`config.mk`:
```
export PLATFORM = sky130hd
export DESIGN_NAME = wb_stage
export DESIGN_NICKNAME = d
export VERILOG_FILES = /design/src/rtl/wb_pkg.sv /design/src/rtl/wb_stage_load_align.sv /design/src/rtl/wb_stage.sv
export SDC_FILE = /design/constraint.sdc
export NUM_CORES = 1
export LEC_CHECK = 0
export ABC_AREA = 0
export CORE_ASPECT_RATIO = 0.75
export CORE_UTILIZATION = 42
export CTS_BUF_LIST = sky130_fd_sc_hd__clkbuf_16
export CTS_CLUSTER_SIZE = 14
export DETAILED_ROUTE_END_ITERATION = 10
export PLACE_DENSITY = 0.76
export SLEW_MARGIN = 20
export SYNTH_ARGS = -nofsm -noshare
export SYNTH_HDL_FRONTEND = slang
export SYNTH_SLANG_ARGS = --single-unit
export TNS_END_PERCENT = 100
```
`constraint.sdc`:
```
create_clock -name clk -period 3.2 [get_ports clk]
set_clock_uncertainty 0.05 [all_clocks]
set_input_delay 0.8 -clock clk [delete_from_list [all_inputs] [get_ports clk]]
set_output_delay 0.8 -clock clk [all_outputs]
set_load 0.01 [all_outputs]
```
`src/rtl/wb_pkg.sv`:
```
// Shared types for the RV64 writeback stage: data width, load funct3 encodings
// and the writeback request record used to carry the arbitration winner.
package wb_pkg;

   localparam int XLEN = 64;

   typedef enum logic [2:0] {
      LB  = 3'b000,
      LH  = 3'b001,
      LW  = 3'b010,
      LD  = 3'b011,
      LBU = 3'b100,
      LHU = 3'b101,
      LWU = 3'b110
   } ld_funct3_e;

   typedef struct packed {
      logic            valid;
      logic [4:0]      rd;
      logic [XLEN-1:0] data;
   } wb_req_t;

endpackage

```
`src/rtl/wb_stage_load_align.sv`:
```
// Combinational load lane extraction: shifts the returned doubleword down to the
// addressed byte and sign/zero extends it according to the load funct3.
module load_align
   import wb_pkg::*;
(
   input  logic [63:0] data,
   input  logic [2:0]  offset,
   input  logic [2:0]  funct3,
   output logic [63:0] result,
   output logic        illegal
);

   logic [63:0] shifted;

   // Bytes shifted in from above bit 63 are zero, so misaligned accesses simply lose their upper lanes.
   always_comb begin
      shifted = data >> {offset, 3'b000};
      result  = '0;
      illegal = 1'b0;
      case (ld_funct3_e'(funct3))
         LB:      result = {{56{shifted[7]}},  shifted[7:0]};
         LH:      result = {{48{shifted[15]}}, shifted[15:0]};
         LW:      result = {{32{shifted[31]}}, shifted[31:0]};
         LD:      result = shifted;
         LBU:     result = {56'd0, shifted[7:0]};
         LHU:     result = {48'd0, shifted[15:0]};
         LWU:     result = {32'd0, shifted[31:0]};
         default: illegal = 1'b1;
      endcase
   end

endmodule

```
`src/rtl/wb_stage.sv`:
```
// RV64 writeback stage: load/ALU arbitration onto one registered register-file
// write port, pending-load scoreboard and outstanding-load counter.
// Optional WB_BYPASS_EN adds a two-port combinational bypass from the writeback slot.
module wb_stage #(
   parameter int XLEN   = 64,
   parameter int MAX_LD = 8
) (
   input  logic            clk,
   input  logic            reset,
   input  logic            alu_valid,
   output logic            alu_ready,
   input  logic [4:0]      alu_rd,
   input  logic [XLEN-1:0] alu_data,
   input  logic            ld_issue_valid,
   output logic            ld_issue_ready,
   input  logic [4:0]      ld_issue_rd,
   input  logic            ld_resp_valid,
   input  logic [4:0]      ld_resp_rd,
   input  logic [63:0]     ld_resp_data,
   input  logic [2:0]      ld_resp_funct3,
   input  logic [2:0]      ld_resp_offset,
   output logic [4:0]      wb_addr,
   output logic [XLEN-1:0] wb_data,
   output logic            wb_en,
   output logic [31:0]     pending,
`ifdef WB_BYPASS_EN
   input  logic [4:0]      byp_addr1,
   input  logic [4:0]      byp_addr2,
   output logic            byp_hit1,
   output logic            byp_hit2,
   output logic [XLEN-1:0] byp_data1,
   output logic [XLEN-1:0] byp_data2,
`endif
   output logic            ld_err
);

   import wb_pkg::wb_req_t;

   localparam int CW = $clog2(MAX_LD) + 1;

   logic [CW-1:0] ld_count;
   logic          count_zero;
   logic          issue_acc;
   logic          resp_acc;
   logic [63:0]   ld_result;
   logic          ld_illegal;
   wb_req_t       winner;
   logic [31:0]   pend_set;
   logic [31:0]   pend_clr;

   load_align u_load_align (
      .data    (ld_resp_data),
      .offset  (ld_resp_offset),
      .funct3  (ld_resp_funct3),
      .result  (ld_result),
      .illegal (ld_illegal)
   );

   assign count_zero     = (ld_count == '0);
   assign alu_ready      = !reset && !ld_resp_valid;
   assign ld_issue_ready = !reset && (ld_count != CW'(MAX_LD));
   assign issue_acc      = ld_issue_valid && ld_issue_ready;
   // A response with nothing outstanding is a protocol error and is dropped, yet it still blocks the ALU.
   assign resp_acc       = ld_resp_valid && !count_zero;

   always_comb begin
      winner = '0;
      if (resp_acc) begin
         winner.valid = 1'b1;
         winner.rd    = ld_resp_rd;
         winner.data  = ld_result;
      end else if (alu_valid && alu_ready) begin
         winner.valid = 1'b1;
         winner.rd    = alu_rd;
         winner.data  = alu_data;
      end
   end

   always_comb begin
      pend_set = '0;
      pend_clr = '0;
      if (issue_acc && ld_issue_rd != 5'd0)
         pend_set[ld_issue_rd] = 1'b1;
      if (resp_acc)
         pend_clr[ld_resp_rd] = 1'b1;
   end

   // Clearing before setting makes a same-cycle issue win over a response to the same register.
   always_ff @(posedge clk) begin
      if (reset) begin
         wb_en    <= 1'b0;
         wb_addr  <= '0;
         wb_data  <= '0;
         pending  <= '0;
         ld_count <= '0;
         ld_err   <= 1'b0;
      end else begin
         if (winner.valid) begin
            wb_en   <= (winner.rd != 5'd0);
            wb_addr <= winner.rd;
            wb_data <= winner.data;
         end else begin
            wb_en <= 1'b0;
         end
         pending <= ((pending & ~pend_clr) | pend_set) & ~32'd1;
         if (issue_acc && !resp_acc)
            ld_count <= ld_count + 1'b1;
         else if (!issue_acc && resp_acc)
            ld_count <= ld_count - 1'b1;
         if (ld_resp_valid && (count_zero || ld_illegal))
            ld_err <= 1'b1;
      end
   end

`ifdef WB_BYPASS_EN
   assign byp_hit1  = wb_en && (wb_addr == byp_addr1) && (byp_addr1 != 5'd0);
   assign byp_hit2  = wb_en && (wb_addr == byp_addr2) && (byp_addr2 != 5'd0);
   assign byp_data1 = wb_data;
   assign byp_data2 = wb_data;
`endif

endmodule

```
-- Yosys cells after proc, flatten, opt, wreduce, memory -nomap -nowiden
Cells that the tools add are included.
- equality and inequality tests: 7
- order comparisons: 4
- add/sub/neg operators: 2
- bitwise operators: 4
- multiplexer cells: 12
- shift operators: 1
- reduce and logical (&&, ||, !) cells: 24
- operators by type and width (operator ; count):
    $pmux 64 s7 ; 1
    $mux 70 ; 2
    $mux 32 ; 2
    $shr 64x6->64 ; 1
    $and 32x32->32 ; 1
    $not 32->32 ; 1
    $or 32x32->32 ; 1
    $lt 5x6->1 const B ; 2
    $logic_and 1x1->1 ; 11
    $demux 1 s5 ; 2
    $ge 5x1->1 const B ; 2
    $reduce_bool 5->1 ; 2
    $eq 3x3->1 const B ; 3
    $mux 4 ; 2
    $reduce_or 7->1 ; 1
    $eq 3x2->1 const B ; 2
    $logic_not 1->1 ; 5
    $add 4x1->4 const B ; 1
    $logic_not 4->1 ; 1
    $ne 4x4->1 const B ; 1
    $sub 4x1->4 const B ; 1
    $eq 3x1->1 const B ; 1
    $logic_not 3->1 ; 1
    $mux 1 ; 3
    other kinds (4) ; 4
- word-level logic and storage cells: 61
- input bits: 154
- flip-flop bits (word level): 107
- output and inout port bits: 105

-- Longest topological paths before layout
Gate-level depths: netlist of run 1.
- word-level depth: 8
- gate-level depth with buffers: 12
- depth with buffers taken out: 12

-- Cells and area by module
A second synthesis of run 1 with hierarchy kept.
- cells, all modules: 767
- area total of the unflattened synthesis: 6705.2 um^2
- modules (own cells, without submodules) (module ; area an instance (um^2) ; cells each ; instances):
    wb_stage ; 4496.8 ; 500 ; 1
    load_align ; 2208.4 ; 267 ; 1

-- Worst setup path before layout of run 1
OpenSTA, ideal clock, no wires.
- kind: input to register
- start: input port ld_resp_valid
- end: register ld_count[3]
- path buffers: 2
- cell stages on the path: 12
- setup slack: 0.151 ns
- arrival: 2.928 ns
- cells stage by stage: o41a_1 inv_1 clkbuf_1 clkbuf_1 ha_1 inv_1 ha_1 a21o_1 a21oi_1 xnor2_1 or3_1 a21oi_1
- cells in the longest elaborated chain, start to end: 4
- elaborated cells between the ends (all ways): 6
- ends and longest elaborated chain (element ; line ; text):
    start: declaration ; wb_stage.sv:17 ; input logic ld_resp_valid,
    $logic_and 1x1->1 * ; wb_stage.sv:64 ; assign resp_acc = ld_resp_valid && !count_zero;
    $logic_not 1->1 ; wb_stage.sv:106 ; if (issue_acc && !resp_acc)
    $logic_and 1x1->1 ; wb_stage.sv:106 ;
    $mux 4 or $reduce_bool 2->1 (tied branches) ; -- ;
    end signal: assignment ; wb_stage.sv:107 ; ld_count <= ld_count + 1'b1;
    end signal: assignment ; wb_stage.sv:109 ; ld_count <= ld_count - 1'b1;
    end: declaration ; wb_stage.sv:41 ; logic [CW-1:0] ld_count;
Every way passes the cells marked *; elsewhere a longest branch is shown, timed or not.
A chain may end at the register's enable or synchronous reset.

-- Final worst setup path of run 1
- start: input port ld_resp_valid
- end: output port alu_ready
- cells in the longest elaborated chain, start to end: 2
- ends and longest elaborated chain (element ; line ; text):
    $logic_not 1->1 ; wb_stage.sv:60 ; assign alu_ready = !reset && !ld_resp_valid;
    $logic_and 1x1->1 ; wb_stage.sv:60 ;
    end: declaration ; wb_stage.sv:11 ; output logic alu_ready,
Every way passes these cells.

==> metrics.txt, run 1 <==
pin count of the biggest net entering global routing=56; nets=1183; vias=7401; drt first pass iters=5; utilization after layout=61.6%; GRT overflow=0; Post-DRT Antenna Nets=0; worst hold path stage count=2; number of diodes=0; IO buf count=257; Synth Cell Area=7240 um2; Worst EP required=2.35 ns; Clock Pin Slew Worst Setup and Hold Paths=0.08 ns; # rows=41; synth warn=0; Synth area leader=dfxtp_1; Num CTS Buffers=9; Residual DRC=0; hold path startpoint=ld_err; pwr dens=461 nW/um2; clk buf depth=2; vias per cell=5.94; critical path class=input port to output port; full die area=17800 um2; Setup crit end kind=output port; H-tree Lvls=3; Leak=3.66 nW; Synth Flop Type=dfxtp_1; GRT Total Usage=29.3%; slew margin rel.=53.7%; # resized after CTS=0; gpl congestion=0.904; Post-synth ARST share=0%; 1st-iter DRT viols=746; commonest cells in the netlist=106 x dfxtp_1, 100 x mux2i_1, 94 x nor2_1, 70 x a21oi_1, 59 x nand2_1; Hold Slack=0.439 ns; Setup Buffers After CTS=0; r2r startpoint=ld_count[0]; Starting Density=43.1%; Core Footprint=16800 um2; Setup-failing EPs final=0; cell with the most instances after synthesis=dfxtp_1; Wirelength per Cell=21.2 um; hold endpoint=ld_err; drt total wl=26.3 mm; flops & latches, synth=106; reg-to-reg critical path endpoint=ld_count[3]; Chip Height=116 um; sequential element share of the synthesized area=29.3%; Peak supply drop=0.250 mV; crit start category=input port; Least-Margin Pin Slew=0.693 ns; Final Hold Violating Endpoints=0; vias in the first global route=6959; first-pass GRT wire length=40.1 mm; layout cells sized above 1=14.5%; critical path data arrival time=1.98 ns; CTS tree=yes; Final HPWL DP=19.7 mm; flop2flop setup slack=0.59 ns; Area Overhead vs Synth=43.0%; Setup WS pre-CTS=0.0740 ns; syn_area_per_cell=9.12 um2; fin crit share=88.5%; Yosys cell types=60; Hold Crit Class=flop to flop; worst skew pair latency=0.36 ns; Inst Count DP=1229; f_max=353 MHz; Die W=154 um; status=completed; clk root buf=clkbuf_16; Max Cap Viol=0; antenna violations before repair=1; post-synth top area share=29.3%; I/O Pins=259; Final WS setup=0.369 ns; CP max FO=4; CTS sink count=106; RSZ-0062 raised after global routing=no; Synth area leaders=dfxtp_1 29%, mux2i_1 14%, mux4_2 6.8%; Layout Cells excl Fill=1245; EDFF count, synth=0; final slew viol count=0; Total Neg Setup Slack=0 ns; Syn Nets=952; hold buffers post-CTS=0; R2R depth=12; Synth Instances=794; fin crit period=2.83 ns
==> cell families (layout without fill, tap and decap cells) <==
| group | count (synthesis) | count (layout) | share of synthesized area (%) |
|---|---|---|---|
| AO/OA/AOI/OAI | 225 | 225 | 23.7 |
| AND/OR/NAND/NOR | 221 | 221 | 14.2 |
| multiplexers | 158 | 158 | 26.3 |
| flip-flops | 106 | 106 | 29.3 |
| buffers and inverters | 76 | 312 | 5.30 |
| adder cells (fa/ha/maj) | 4 | 4 | 0.795 |
| XOR/XNOR | 3 | 3 | 0.363 |
| other | 1 | 1 | 0.0518 |
==> critical path: stages <==
cell and delay (ns):
clkdlybuf4s50_1 0.47, nor2_1 0.15, clkdlybuf4s50_1 0.55
==> final cells by class <==
cell class,count,area [um2]
Clock inverter,7,71.3
Tap cell,215,269
Timing Repair Buffer,290,2890
Clock buffer,9,225
Multi-Input combinational cell,612,4760
Inverter,6,22.5
Fill cell,1435,6460
Sequential cell,106,2120
==> per-layer routing <==
layer / vias up / wire [um] / part of all wire, % / GRT usage, %
met5: - / 12 / 0.046 / 0
met2: 392 / 12000 / 46 / 47.6
li1: 3471 / - / - / -
met3: 31 / 2510 / 9.5 / 7.44
met4: 2 / 378 / 1.4 / 6.53
met1: 3505 / 11500 / 43 / 39.2
==> flip-flops by register name (all words and copies together) (netlist names) <==
name      cells
wb_data      64
pending      31
wb_addr       5
ld_count      4
ld_err        1
wb_en         1
==> metrics by stage <==
stage | power [W] | area [um2]
floorplan | 0.00278 | 7240
global placement | 0.00363 | 10100
detailed placement | 0.00366 | 10100
CTS | 0.00478 | 10400
global route | 0.00503 | 10400
finish | 0.00478 | 10400
==> cell usage in the layout (no fill, tap or decap), types with 6 or more instances in the layout <==
master / n
a22o_1: 6
o22a_1: 7
nor2b_1: 10
dfxtp_1: 106
a221oi_2: 30
nor2_1: 94
and3b_1: 7
clkbuf_16: 9
mux4_2: 22
o21ai_0: 37
nand3_1: 9
mux2i_1: 100
o211ai_1: 12
mux2_2: 34
buf_12: 7
o22ai_1: 7
nand2_1: 59
clkdlybuf4s50_1: 253
nand2b_1: 11
a311oi_1: 6
a211oi_1: 13
buf_4: 27
a21oi_1: 70
a32o_1: 14
==> power by group <==
| part | switching [W] | total (W) | internal [W] |
|---|---|---|---|
| sequential | 0.000119 | 0.00160 | 0.00148 |
| combinational | 0.00108 | 0.00205 | 0.000973 |
| clock | 0.000571 | 0.00112 | 0.000551 |
==> worst max path at each step <==
stage / from / end / slack (ns) / depth (start not counted)
4_1_cts: ld_resp_valid / alu_ready / 0.36 / 3
3_3_place_gp: ld_resp_valid / ld_count[3] / 0.11 / 11
5_1_grt: ld_resp_valid / ld_count[3] / 0.30 / 11
2_1_floorplan: ld_resp_valid / ld_count[3] / 0.15 / 12
3_5_place_dp: ld_resp_valid / ld_count[3] / 0.07 / 11
6_report: ld_resp_valid / alu_ready / 0.37 / 3
Power figures use the tool's default switching activity.
==> run 2, diff against run 1 <==
--- a/config.mk
+++ b/config.mk
@@ -16,4 +16,4 @@
 export SYNTH_ARGS = -nofsm -noshare
 export SYNTH_HDL_FRONTEND = slang
 export SYNTH_SLANG_ARGS = --single-unit
-export TNS_END_PERCENT = 100
+export TNS_END_PERCENT = 20
==> results of run 2 <==
Final layout, timing and power as in run 1 (identical DEF).
==> run 3, diff against run 2 <==
--- a/config.mk
+++ b/config.mk
@@ -5,13 +5,13 @@
 export SDC_FILE = /design/constraint.sdc
 export NUM_CORES = 1
 export LEC_CHECK = 0
-export ABC_AREA = 0
+export ABC_AREA = 1
 export CORE_ASPECT_RATIO = 0.75
-export CORE_UTILIZATION = 42
+export CORE_UTILIZATION = 41
 export CTS_BUF_LIST = sky130_fd_sc_hd__clkbuf_16
 export CTS_CLUSTER_SIZE = 14
 export DETAILED_ROUTE_END_ITERATION = 10
-export PLACE_DENSITY = 0.76
+export PLACE_DENSITY = 0.75
 export SLEW_MARGIN = 20
 export SYNTH_ARGS = -nofsm -noshare
 export SYNTH_HDL_FRONTEND = slang
==> metrics.txt, run 3 <==
commonest non-fill, non-tap cell in the layout=nand2_1; pwr dens=453 nW/um2 (-1.8%); worst hold path stage count=2 (unchanged); reg-to-reg critical path endpoint=ld_count[3]; RSZ-0062 raised after global routing=no; # resized after CTS=0 (unchanged); Starting Density=42.5% (-0.57 points); Final HPWL DP=20.3 mm (+2.8%); Wirelength per Cell=17.3 um (-18%); clk root buf=clkbuf_16; slew margin rel.=27.9% (-26 points); CP max FO=3 (-1); Leak=3.97 nW (+8.5%); flops & latches, synth=106 (unchanged); drt first pass iters=8 (+3); Syn Nets=1266 (+33%); fin crit share=87.9% (-0.57 points); Net Sw Frac=37.7% (+0.58 points); Area Overhead vs Synth=42.7%; Num CTS Buffers=9 (unchanged); Worst EP required=2.35 ns (about the same); R2R depth=15 (+3); Hold Crit Class=flop to flop; nets=1474 (+25%); status=complete, but fails checks; adder-cell share of the synthesized area=0.833% (+0.038 points); Final WS setup=0.387 ns (+0.0183 ns); Largest register FFs=64 (unchanged); critical path class=input port to output port; CTS tree=yes; top flop regs=wb_data x64, pending x31, wb_addr x5; simple-gate share of the synthesized area=35.8% (+22 points); multiplexer share of the synthesized area=0% (-26 points); combinational power share=40.3% (-2.7 points); Synth area leaders=dfxtp_1 31%, nand2_1 21%, a21oi_1 6.4%; worst skew pair latency=0.35 ns (about the same); clk buf depth=2 (unchanged); Synth Instances=1108 (+40%); Synth area leader=dfxtp_1; vias in the first global route=7822 (+12%); Die W=152 um (-1.1%); failing checks=DRC; IO buf count=257 (unchanged); Yosys cell types=33 (-45%); GRT overflow=0 (unchanged); H-tree Lvls=3 (unchanged); Top reg by flops=wb_data; Synth Cell Area=6910 um2 (-4.6%); Least-Margin Pin Slew=1.08 ns (+0.388 ns); vias=8446 (+14%); most frequent cells in the layout=391 x nand2_1, 255 x clkdlybuf4s50_1, 106 x dfxtp_1, 88 x a21oi_1, 79 x o21ai_0; Int Pwr=0.00278 W (-7.4%); gpl congestion=0.988 (+9.3%); Synth Flop Type=dfxtp_1; commonest cells in the netlist=391 x nand2_1, 106 x dfxtp_1, 88 x a21oi_1, 79 x o21ai_0, 60 x nor2_1; Clk pwr share=24.1% (+0.6 points); part of the power in registers=35.6% (+2.1 points); 1st-iter DRT viols=900 (+21%); first-pass GRT wire length=41.9 mm (+4.5%); full die area=17400 um2 (-2.3%); Chip Height=114 um (-1.1%); layout cells sized above 1=6.28% (-8.2 points); Total Neg Setup Slack=0 ns (unchanged); Clock Pin Slew Worst Setup and Hold Paths=0.06 ns (-0.02 ns); Post-DRT Antenna Nets=0 (unchanged); pin count of the biggest net entering global routing=101 (+80%); fin crit period=2.81 ns (-0.0183 ns); antenna violations before repair=0 (-1); critical path data arrival time=1.96 ns (-0.02 ns); synth warn=0 (unchanged); cell area after layout=9860 um2 (-4.8%); vias per cell=5.52 (-7.2%); flop2flop setup slack=0.70 ns (+0.11 ns); compound-gate portion of the synthesized area=23.9% (+0.22 points); xor/xnor cell area share of the yosys netlist=0.127% (-0.24 points); drt total wl=26.5 mm (+0.68%); Residual DRC=36 (+36); final slew viol count=0 (unchanged); Max Cap Viol=0 (unchanged); Setup WS pre-CTS=0.226 ns (+0.152 ns); hold buffers post-CTS=0 (unchanged); Setup crit end kind=output port; post-synth top area share=30.7% (+1.4 points); GRT Total Usage=30.5% (+1.2 points); Final Hold Violating Endpoints=0 (unchanged); r2r startpoint=ld_count[0]; sequential element share of the synthesized area=30.7% (+1.4 points); Cell Area, Placed=9580 um2 (-4.8%); EDFF count, synth=0 (unchanged); f_max=356 MHz (+0.65%); Setup-failing EPs final=0 (unchanged); # rows=40 (-2.4%); cell with the most instances after synthesis=nand2_1; Setup Buffers After CTS=0 (unchanged); I/O Pins=259 (unchanged); number of diodes=0 (unchanged); largest family of logic cells by synthesized area=simple AND/OR/NAND/NOR gates; Post-synth ARST share=0% (unchanged); syn_area_per_cell=6.24 um2 (-32%); crit start category=input port; Peak supply drop=0.297 mV (+19%); Core Footprint=16300 um2 (-3.3%); hold endpoint=wb_addr[3]; hold path startpoint=wb_addr[3]; CTS sink count=106 (unchanged); Switch Pwr=0.00168 W (-5.1%)
## run 3: cell type report
type	instances	area (um2)
clock buffer	9	225
clock inverter	7	53.8
fill	1571	6400
inverter	46	173
multi-input combinational	869	4190
sequential	106	2120
tap	210	263
timing repair buffer	284	2830
## run 3: kinds of logic (layout without fill, tap and decap cells)
family | Yosys count | in the layout
flops | 106 | 106
other cells | 1 | 1
buf+inv | 133 | 346
simple gates | 586 | 586
xor+xnor | 1 | 1
fa+ha+maj | 4 | 4
compound gates | 277 | 277
## run 3: worst max path at each step
| stage | start | end | slack, ns | depth (start not counted) |
|---|---|---|---|---|
| 2_1_floorplan | ld_resp_valid | ld_count[3] | 0.64 | 14 |
| 3_3_place_gp | ld_issue_valid | ld_count[3] | 0.31 | 14 |
| 6_report | ld_resp_valid | alu_ready | 0.39 | 3 |
| 5_1_grt | ld_resp_valid | alu_ready | 0.35 | 3 |
| 3_5_place_dp | ld_issue_valid | ld_count[3] | 0.23 | 14 |
| 4_1_cts | ld_resp_valid | alu_ready | 0.38 | 3 |
## run 3: worst max-delay path, stage by stage
cell             delay (ns)
clkdlybuf4s50_1        0.46
nor2_1                 0.15
clkdlybuf4s50_1        0.55
## run 3: metal layers
metal / up-vias / GRT usage, % / part of all wire (%)
li1: 4174 / - / -
met2: 375 / 47.9 / 44
met4: 0 / 9.66 / 2.4
met1: 3856 / 42.0 / 45
met5: - / 0 / 0
met3: 41 / 6.21 / 8.8
## run 3: per-stage QoR
stage                     hold slack, ns  instances  util, %  total power, W
after floorplan                    0.421       1108        -         0.00259
after global placement             0.403       1515     58.9         0.00337
after detailed placement           0.414       1515     58.9         0.00339
after CTS                          0.424       1531     60.6         0.00445
after global routing               0.455       1531     60.6         0.00473
final                              0.419       1531     60.6         0.00447
## run 3: power groups by stage
stage	Clock, W	Sequential [W]	Combinational (W)
finish	0.00108	0.00159	0.00180
global route	0.00114	0.00161	0.00198
CTS	0.00107	0.00159	0.00178
detailed placement	0	0.00161	0.00178
global placement	0	0.00162	0.00176
floorplan	0	0.00166	0.000923
